--- config.mk ---
export PLATFORM = sky130hd
export DESIGN_NAME = cmp_swap_pipe
export DESIGN_NICKNAME = d
export VERILOG_FILES = /design/src/rtl/cmp_swap_pipe.sv
export SDC_FILE = /design/constraint.sdc
export NUM_CORES = 1
export LEC_CHECK = 0
export CAP_MARGIN = 10
export CELL_PAD_IN_SITES_DETAIL_PLACEMENT = 0
export CELL_PAD_IN_SITES_GLOBAL_PLACEMENT = 1
export CORE_ASPECT_RATIO = 1.25
export CORE_MARGIN = 2
export CORE_UTILIZATION = 30
export DETAILED_ROUTE_END_ITERATION = 7
export PLACE_DENSITY = 0.72
export SYNTH_ARGS = -nofsm -noshare
export SYNTH_HDL_FRONTEND = slang
export SYNTH_SLANG_ARGS = --single-unit
--- constraint.sdc ---
create_clock -name clk -period 2.71 [get_ports clk]
set_input_delay 0.542 -clock clk [delete_from_list [all_inputs] [get_ports clk]]
set_output_delay 0.542 -clock clk [all_outputs]
set_load 0.01 [all_outputs]
--- src/rtl/cmp_swap_pipe.sv ---
// cmp_swap_pipe: flow-controlled compare-and-swap element for a bitonic
// sorting network. Orders a pair of {valid, key, value} records by key
// (ascending or descending per pair), registers the result, and presents
// it over a valid/ready handshake backed by a one-entry skid buffer.
// Invalid (padding) records always sink to the second output slot.
//
// Optional feature: define CMP_SWAP_PIPE_STATS_EN to add saturating
// delivered-pair / swapped-pair counters with a synchronous clear.

module cmp_swap_pipe #(
    parameter  int KEY_W      = 32,
    parameter  int VAL_W      = 32,
    parameter  int KEY_SIGNED = 0,
    localparam int REC_W      = KEY_W + VAL_W + 1
) (
    input  logic             clk,
    input  logic             rst_n,
    input  logic             in_valid,
    output logic             in_ready,
    input  logic             in_dir,
    input  logic [REC_W-1:0] in_rec_1,
    input  logic [REC_W-1:0] in_rec_2,
    output logic             out_valid,
    input  logic             out_ready,
    output logic [REC_W-1:0] out_rec_1,
    output logic [REC_W-1:0] out_rec_2,
    output logic             out_swapped
`ifdef CMP_SWAP_PIPE_STATS_EN
    ,
    input  logic             stat_clr,
    output logic [31:0]      stat_pairs,
    output logic [31:0]      stat_swaps
`endif
);

    // Field extraction from the incoming records.
    logic             valid_1, valid_2;
    logic [KEY_W-1:0] key_1, key_2;

    assign valid_1 = in_rec_1[REC_W-1];
    assign valid_2 = in_rec_2[REC_W-1];
    assign key_1   = in_rec_1[KEY_W+VAL_W-1:VAL_W];
    assign key_2   = in_rec_2[KEY_W+VAL_W-1:VAL_W];

    logic key_gt, key_lt;

    // Key magnitude compare, signed or unsigned depending on the build.
    // NOTE: every output of an always_comb gets a default first so that no
    // path through the block leaves it unassigned and infers a latch.
    always_comb begin
        key_gt = 1'b0;
        key_lt = 1'b0;
        if (KEY_SIGNED != 0) begin
            key_gt = $signed(key_1) > $signed(key_2);
            key_lt = $signed(key_1) < $signed(key_2);
        end else begin
            key_gt = key_1 > key_2;
            key_lt = key_1 < key_2;
        end
    end

    logic swap;

    // Swap decision: equal keys stay put, padding always sinks to slot 2.
    always_comb begin
        swap = 1'b0;
        if (valid_1 && valid_2) begin
            swap = in_dir ? key_lt : key_gt;
        end else if (!valid_1 && valid_2) begin
            swap = 1'b1;
        end
    end

    logic [REC_W-1:0] new_rec_1, new_rec_2;

    assign new_rec_1 = swap ? in_rec_2 : in_rec_1;
    assign new_rec_2 = swap ? in_rec_1 : in_rec_2;

    // Output register (OR) and skid register (SK).
    logic             or_valid;
    logic [REC_W-1:0] or_rec_1, or_rec_2;
    logic             or_swapped;
    logic             sk_full;
    logic [REC_W-1:0] sk_rec_1, sk_rec_2;
    logic             sk_swapped;

    logic accept, deliver;

    assign accept  = in_valid && in_ready;
    assign deliver = or_valid && out_ready;

    // Pipeline storage: refill OR from SK first, otherwise from the input,
    // and park a new pair in SK only when OR is full and stalled.
    // NOTE: state is updated with non-blocking assignments so every flop
    // samples pre-edge values regardless of statement order.
    always_ff @(posedge clk or negedge rst_n) begin
        if (!rst_n) begin
            or_valid   <= 1'b0;
            or_rec_1   <= '0;
            or_rec_2   <= '0;
            or_swapped <= 1'b0;
            sk_full    <= 1'b0;
            sk_rec_1   <= '0;
            sk_rec_2   <= '0;
            sk_swapped <= 1'b0;
        end else begin
            if (deliver && sk_full) begin
                // in_ready is low here, so no accept can coincide.
                or_rec_1   <= sk_rec_1;
                or_rec_2   <= sk_rec_2;
                or_swapped <= sk_swapped;
                sk_full    <= 1'b0;
            end else if (accept) begin
                if (!or_valid || deliver) begin
                    or_valid   <= 1'b1;
                    or_rec_1   <= new_rec_1;
                    or_rec_2   <= new_rec_2;
                    or_swapped <= swap;
                end else begin
                    sk_full    <= 1'b1;
                    sk_rec_1   <= new_rec_1;
                    sk_rec_2   <= new_rec_2;
                    sk_swapped <= swap;
                end
            end else if (deliver) begin
                // Data fields deliberately hold their last value.
                or_valid <= 1'b0;
            end
        end
    end

    // in_ready comes straight from a flop, never from out_ready.
    assign in_ready    = !sk_full;
    assign out_valid   = or_valid;
    assign out_rec_1   = or_rec_1;
    assign out_rec_2   = or_rec_2;
    assign out_swapped = or_swapped;

`ifdef CMP_SWAP_PIPE_STATS_EN
    logic [31:0] stat_pairs_q, stat_swaps_q;

    // Saturating delivery counters; clear wins over increment.
    always_ff @(posedge clk or negedge rst_n) begin
        if (!rst_n) begin
            stat_pairs_q <= '0;
            stat_swaps_q <= '0;
        end else if (stat_clr) begin
            stat_pairs_q <= '0;
            stat_swaps_q <= '0;
        end else if (deliver) begin
            if (stat_pairs_q != 32'hFFFF_FFFF) begin
                stat_pairs_q <= stat_pairs_q + 32'd1;
            end
            if (or_swapped && (stat_swaps_q != 32'hFFFF_FFFF)) begin
                stat_swaps_q <= stat_swaps_q + 32'd1;
            end
        end
    end

    assign stat_pairs = stat_pairs_q;
    assign stat_swaps = stat_swaps_q;
`endif

endmodule

==> reports/qor.yml, run 1 <==
worst_setup_path:
  cp-end-kind: "flip-flop"
  crit_type: "primary input to flip-flop"
  cpMostUsedCell: "buf_12"
  cp_data_required_time_ps: 3120
  startpoint_type: "primary input"
  crit_fanout: 8
  slowest_stage: "nor4_4"
  path_cells: "buf_8 > ha_4 > nand4_1 > buf_4 > nor4_4 > a21boi_2 > o31a_1 > o31ai_4 > o21ai_4 > buf_6 > buf_12 > buf_12 > buf_16 > mux2i_4 > o21ai_1"
  slowest_delay_ps: 280
  arrival_ps: 3230
pwr:
  p_per_area_nw_per_um2: 1000
  total_power_uw: 18900
  sw_frac_of_total: 0.352
  combPwrFrac: 0.416
  clkPwrFrac: 0.214
  internal_power_uw: 12200
  p_leak_uw: 0.00788
  vdd_drop_max_v: 0.000541
  p_sw_uw: 6660
  seqPwrFrac: 0.370
sta:
  setup_tns_ps: -2940
  skew_ps: 17.6
  setup_viol: 94
  finalHoldViolations: 0
  worst_slew_pin_slew_ps: 593
  relSlewSlack: 0.605
  finalCriticalPeriod_ps: 2820
  finalWorstSetupSlack_ps: -108
  post-route-period-util: 1.04
  rsz0062_at_grt: "true"
  max_freq_mhz: 355
  drv_slew: 0
floorplanning:
  core_area_um2: 39200
  dieArea_um2: 41500
  die_w_um: 183
  start_util: 0.305
  io_pins: 268
  die_h_um: 227
  num_rows: 81
run_status:
  status: "finished, violations left"
  violations: "negative setup slack"
drt:
  ant_nets: 0
  drtIter0Drc: 503
  dr_total_vias: 10100
  viasPerCell: 5.06
  drc: 0
  routed_wl_um: 38900
  wl_per_cell_um: 19.5
  firstDrtPassIters: 4
yosys:
  synth_cell_types: 31
  syn_area_per_cell_um2: 10.5
  synth_top_family_by_area: "compound AO/OA/AOI/OAI gates"
  yosysWarningCount: 0
  yosysSeqAreaShare: 0.553
  syn_inst: 1136
  synth_xor_area_frac: 0
  synthAdderAreaFrac: 0.0335
  synth_nets: 1303
  synth_area_um2: 12000
  yosys.area_share.simple: 0.0555
  synth-seq-cells: 264
  synth-compound-area-share: 0.208
  yosys-mux-area-fraction: 0.108
clocking:
  ctsHtreeMaxLevel: 1
  cts_buffers: 28
  cts-root-buf: "clkbuf_16"
  cts_sinks: 264
  cts.clk_slew.worst_paths_ps: 60
  clkLatencyLatePin_ps: 560
  cts_tree: "built"
  clk_path_buf_depth: 3
finish:
  layout.nets: 1642
  fill_cells: 3503
  multi_input_area_um2: 6470
  mostFrequentLayoutCells: "264 x dfrtp_1, 220 x o21ai_1, 202 x clkdlybuf4s50_1, 140 x nand2_1, 130 x a22oi_1"
  drive_gt1_frac: 0.269
  final-seq-area_um2: 6610
  final_common_cell: "dfrtp_1"
  syn2layout_area_growth_pct: 58.1
grt:
  grt_antenna_before_repair: 1
  grt_pass1_wl_um: 59100
  grt_overflow: 0
  grt_pass1_vias: 10200
  grt_max_degree: 97
  grt_use_total: 0.181
place:
  dp_hpwl_um: 25200
  portBuffers: 267
  routabilityCongestion: 0.833
worst_hold_path:
  hp-class: "primary input to flip-flop"
flow_run:
  maxCapViolCount: 0
## flip-flops by register name, indices dropped and copies added (netlist names)
register and cells:
out_rec_2 65, out_swapped 1, out_valid 1, out_rec_1 65
sk_full 1, sk_rec_1 65, sk_swapped 1, sk_rec_2 65
## layout make-up
class,instances,area share
clock inverters,7,0.00596
clock buffers,44,0.0456
well taps,498,0.0330
repair buffers,395,0.215
flip-flops and latches,264,0.350
diodes,1,0.000132
multi-input cells,750,0.342
inverters,36,0.00808
## routing by layer
| metal | up-vias | wire length, um | GRT usage |
|---|---|---|---|
| li1 | 4812 | - | - |
| met1 | 4991 | 16300 | 0.235 |
| met2 | 240 | 19800 | 0.314 |
| met3 | 56 | 1850 | 0.0283 |
| met4 | 0 | 1020 | 0.0541 |
| met5 | - | 0 | 0 |
## path summary, 6_finish.rpt
check | startpoint | endpoint | slack [ps] | cells after the start
max | in_rec_1[46] | sk_rec_1[62] | -110 | 15
min | in_rec_2[45] | sk_rec_1[45] | 300 | 3
max reg2reg | out_valid | out_rec_2[5] | 790 | 5
min reg2reg | sk_rec_1[59] | sk_rec_1[59] | 480 | 2
max in group asynchronous | rst_n | out_rec_2[34] | 1390 | 3
min in group asynchronous | rst_n | out_rec_1[33] | 520 | 2
## worst max-delay path: cells and delay by family
kind,cells,cell delay [ps]
fa+ha+maj,1,270
simple gates,2,480
mux,1,270
buf+inv,6,880
compound gates,5,770
## through the flow
| stage | hold WS [ps] | instance area, um^2 | setup slack (ps) | cells | util |
|---|---|---|---|---|---|
| floorplan | 246 | 12200 | -3.13 | 1136 | - |
| global placement | 462 | 16100 | -1370 | 1920 | 0.410 |
| detailed placement | 471 | 16100 | -1410 | 1920 | 0.410 |
| CTS | 316 | 18000 | -75.8 | 1989 | 0.459 |
| global route | 300 | 18900 | -175 | 1995 | 0.482 |
| finish | 304 | 18900 | -108 | 1995 | 0.482 |
## logic make-up (layout without fill, tap and decap cells)
kind of cell    Yosys count  in the layout
mux                     129            129
simple gates            165            165
buf+inv                 122            482
compound gates          424            424
other cells               0              1
flops                   264            264
fa+ha+maj                32             32
## power groups by stage
stage / registers (uW) / logic, uW / clock network [uW]
after floorplan: 7200 / 3250 / 0
after global placement: 6970 / 7240 / 0
after detailed placement: 7050 / 7370 / 0
after CTS: 7000 / 7680 / 4160
after global routing: 7220 / 8600 / 4280
final: 7000 / 7860 / 4040
## repair_timing
item,4_1_cts,5_1_grt
gates resized for setup,316,205
hold buffers,1,0
pin swaps,44,28
gates cloned,6,2
endpoints found under the setup margin,258,256
buffers inserted,13,4
endpoints found under the hold margin,54,0
## cells in the mapped netlist
cell         n  area (um^2)
a2111oi_0    1         8.76
a21boi_0     1         7.51
a21o_1       3         22.5
a21oi_1     14         70.1
a221o_1      2         20.0
a22oi_1    130          976
a31oi_1      1         6.26
and3_1       1         6.26
and4_1       1         8.76
buf_2        2         10.0
buf_4       12         90.1
clkbuf_1    72          270
dfrtp_1    264         6610
ha_1        32          400
inv_1       36          135
mux2_2       1         11.3
mux2i_1    128         1280
nand2_1    141          529
nand3_1      5         25.0
nand4_1      7         43.8
nor2_1       5         18.8
nor2b_1      1         6.26
nor4_1       2         12.5
o211ai_1     1         7.51
o21a_1       1         7.51
o21ai_0     68          340
o21ai_1    200         1000
o31a_1       1         8.76
o31ai_1      1         7.51
or2_2        1         6.26
or3_1        1         6.26
No activity file was read; power rests on OpenSTA's default activity.
==> run 2: changes to the inputs <==
--- a/config.mk
+++ b/config.mk
@@ -12,6 +12,7 @@
 export CORE_MARGIN = 2
 export CORE_UTILIZATION = 30
 export DETAILED_ROUTE_END_ITERATION = 7
+export HOLD_SLACK_MARGIN = 0.15
 export PLACE_DENSITY = 0.72
 export SYNTH_ARGS = -nofsm -noshare
 export SYNTH_HDL_FRONTEND = slang
==> results of run 2 <==
Final layout, timing and power as in run 1 (identical DEF).
==> run 3: changes to the inputs <==
--- a/config.mk
+++ b/config.mk
@@ -14,6 +14,7 @@
 export DETAILED_ROUTE_END_ITERATION = 7
 export HOLD_SLACK_MARGIN = 0.15
 export PLACE_DENSITY = 0.72
+export RECOVER_POWER = 25
 export SYNTH_ARGS = -nofsm -noshare
 export SYNTH_HDL_FRONTEND = slang
 export SYNTH_SLANG_ARGS = --single-unit
==> reports/qor.yml, run 3 (synthesis results as in run 1) <==
run_status:
  status: "finished, violations left"  # unchanged
  violations: "max-capacitance violations, max-slew violations, negative setup slack"  # was negative setup slack
worst_setup_path:
  path_cells: "buf_8 > ha_4 > nand4_1 > buf_4 > nor4_4 > a21boi_2 > o31a_1 > o31ai_4 > o21ai_4 > buf_6 > buf_12 > buf_12 > buf_16 > mux2i_4 > o21ai_1"  # unchanged
  slowest_delay_ps: 280  # about the same
  critPathTopFamily: "buffers and inverters"  # unchanged
  cp_data_required_time_ps: 3120  # about the same
  arrival_ps: 3230  # about the same
  rr_endpoint: "out_rec_2[5]"  # unchanged
  crit_fanout: 8  # unchanged
  slowest_stage: "nor4_4"  # unchanged
  cpMostUsedCell: "buf_12"  # unchanged
  crit_type: "primary input to flip-flop"  # unchanged
  rrSetupSlack_ps: 780  # was 790 ps
  cp-end-kind: "flip-flop"  # unchanged
  startpoint_type: "primary input"  # unchanged
  r2r_cells: 5  # unchanged
  r2r-start: "out_valid"  # unchanged
  cp_num_buf_inv: 6  # unchanged
finish:
  layout.nets: 1642  # unchanged
  multi_input_area_um2: 6470  # unchanged
  drive_gt1_frac: 0.269  # unchanged
  fill_cells: 3506  # was 3503
  final_common_cell: "dfrtp_1"  # unchanged
  mostFrequentLayoutCells: "264 x dfrtp_1, 220 x o21ai_1, 201 x clkdlybuf4s50_1, 140 x nand2_1, 130 x a22oi_1"  # was 264 x dfrtp_1, 220 x o21ai_1, 202 x clkdlybuf4s50_1, 140 x nand2_1, 130 x a22oi_1
  utilization: 0.481  # was 0.482
  stdcell_area_um2: 18900  # about the same
  final-seq-area_um2: 6610  # unchanged
  syn2layout_area_growth_pct: 57.9  # was 58.1%
grt:
  grt_overflow: 0  # unchanged
  grt_max_degree: 97  # unchanged
  grt_pass1_wl_um: 59100  # unchanged
  grt_pass1_vias: 10200  # unchanged
  grt_antenna_before_repair: 1  # unchanged
  grt_use_total: 0.181  # unchanged
flow_run:
  maxCapViolCount: 1  # was 0
worst_hold_path:
  hold_depth: 3  # unchanged
  hp-start: "in_rec_2[45]"  # unchanged
  hold_end: "sk_rec_1[45]"  # unchanged
  hp-class: "primary input to flip-flop"  # unchanged
drt:
  wl_per_cell_um: 19.5  # about the same
  routed_wl_um: 38800  # was 38900 um
  ant_nets: 0  # unchanged
  drtIter0Drc: 518  # was 503
  drc: 0  # unchanged
  firstDrtPassIters: 5  # was 4
  viasPerCell: 5.06  # about the same
  dr_total_vias: 10100  # about the same
clocking:
  cts_sinks: 264  # unchanged
  clkLatencyLatePin_ps: 560  # about the same
  clk_path_buf_depth: 3  # unchanged
  cts_tree: "built"  # unchanged
  cts.clk_slew.worst_paths_ps: 60  # about the same
  cts_buffers: 28  # unchanged
  cts-root-buf: "clkbuf_16"  # unchanged
  ctsHtreeMaxLevel: 1  # unchanged
pwr:
  p_per_area_nw_per_um2: 1000  # about the same
  vdd_drop_max_v: 0.000540  # was 0.000541 V
  p_leak_uw: 0.00787  # was 0.00788 uW
sta:
  rsz0062_at_grt: "true"  # unchanged
  skew_ps: 17.4  # was 17.6 ps
  setup_viol: 97  # was 94
  max_freq_mhz: 355  # about the same
  post-route-period-util: 1.04  # about the same
  drv_slew: 60  # was 0
  finalHoldViolations: 0  # unchanged
  finalCriticalPeriod_ps: 2820  # about the same
  worst_slew_pin_slew_ps: 1640  # was 593 ps
  relSlewSlack: -0.0963  # was 0.605
  finalWorstSetupSlack_ps: -108  # about the same
floorplanning:
  io_pins: 268  # unchanged
  die_w_um: 183  # unchanged
  core_area_um2: 39200  # unchanged
  num_rows: 81  # unchanged
  start_util: 0.305  # unchanged
  die_h_um: 227  # unchanged
  dieArea_um2: 41500  # unchanged
place:
  dp_hpwl_um: 25200  # unchanged
  routabilityCongestion: 0.833  # unchanged
  dpl_cell_area_um2: 16100  # unchanged
  portBuffers: 267  # unchanged
run 3: cell types whose count changed in the layout (fill, tap and decap cells not counted):
cell	before	now
clkbuf_2	8	11
buf_4	85	83
buf_12	20	19
buf_6	14	15
buf_8	11	10
clkdlybuf4s50_1	202	201
dlygate4sd3_1	1	2
run 3: per-stage QoR:
stage	cells	worst slack, ps	total power (uW)	hold slack, ps	setup TNS (ps)
2_1_floorplan	1136	-3.13	10500	246	-75.4
3_3_place_gp	1920	-1370	14200	462	-312780
3_5_place_dp	1920	-1410	14400	471	-322260
4_1_cts	1989	-75.8	18800	316	-2010
5_1_grt	1995	-175	20100	300	-17800
6_report	1995	-108	18900	305	-3140
run 3: worst max path at each step:
stage,cells past startpoint,start,end
2_1_floorplan,12,in_rec_2[60],sk_rec_2[29]
3_3_place_gp,15,in_rec_2[60],sk_rec_1[56]
3_5_place_dp,15,in_rec_2[60],sk_rec_1[56]
4_1_cts,15,in_rec_2[60],sk_rec_2[57]
5_1_grt,16,in_rec_2[46],sk_rec_1[62]
6_report,15,in_rec_1[46],sk_rec_1[62]
run 3: layout make-up:
| type | count | area share |
|---|---|---|
| timing repair buffer | 395 | 0.214 |
| sequential | 264 | 0.350 |
| antenna | 1 | 0.000133 |
| clock inverter | 7 | 0.00597 |
| tap | 498 | 0.0330 |
| clock buffer | 44 | 0.0457 |
| inverter | 36 | 0.00809 |
| multi-input combinational | 750 | 0.343 |
run 3: worst min-delay path, delay by kind of cell:
kind / cells / cell delay (ps)
compound gates: 1 / 110
buf+inv: 1 / 90
mux: 1 / 60
run 3: power breakdown:
part	leakage, uW	switching [uW]	internal [uW]
combinational	0.00413	3930	3920
clock	0.000477	1580	2450
sequential	0.00326	1140	5860
total	0.00787	6650	12200
run 3: timing repair:
action | CTS | global route
gates cloned | 6 | 2
hold buffers | 1 | 0
resized for setup | 316 | 205
hold endpoints to repair | 54 | 0
endpoints found under the setup margin | 258 | 256
pin swaps | 44 | 28
buffers inserted | 13 | 4
run 3: per-layer routing:
metal	wire, um	track usage	part of all wire	vias up
met2	19900	0.314	0.51	251
met1	16000	0.235	0.41	4984
met5	0	0	0	-
met3	1920	0.0283	0.049	58
li1	-	-	-	4810
met4	1040	0.0541	0.027	0
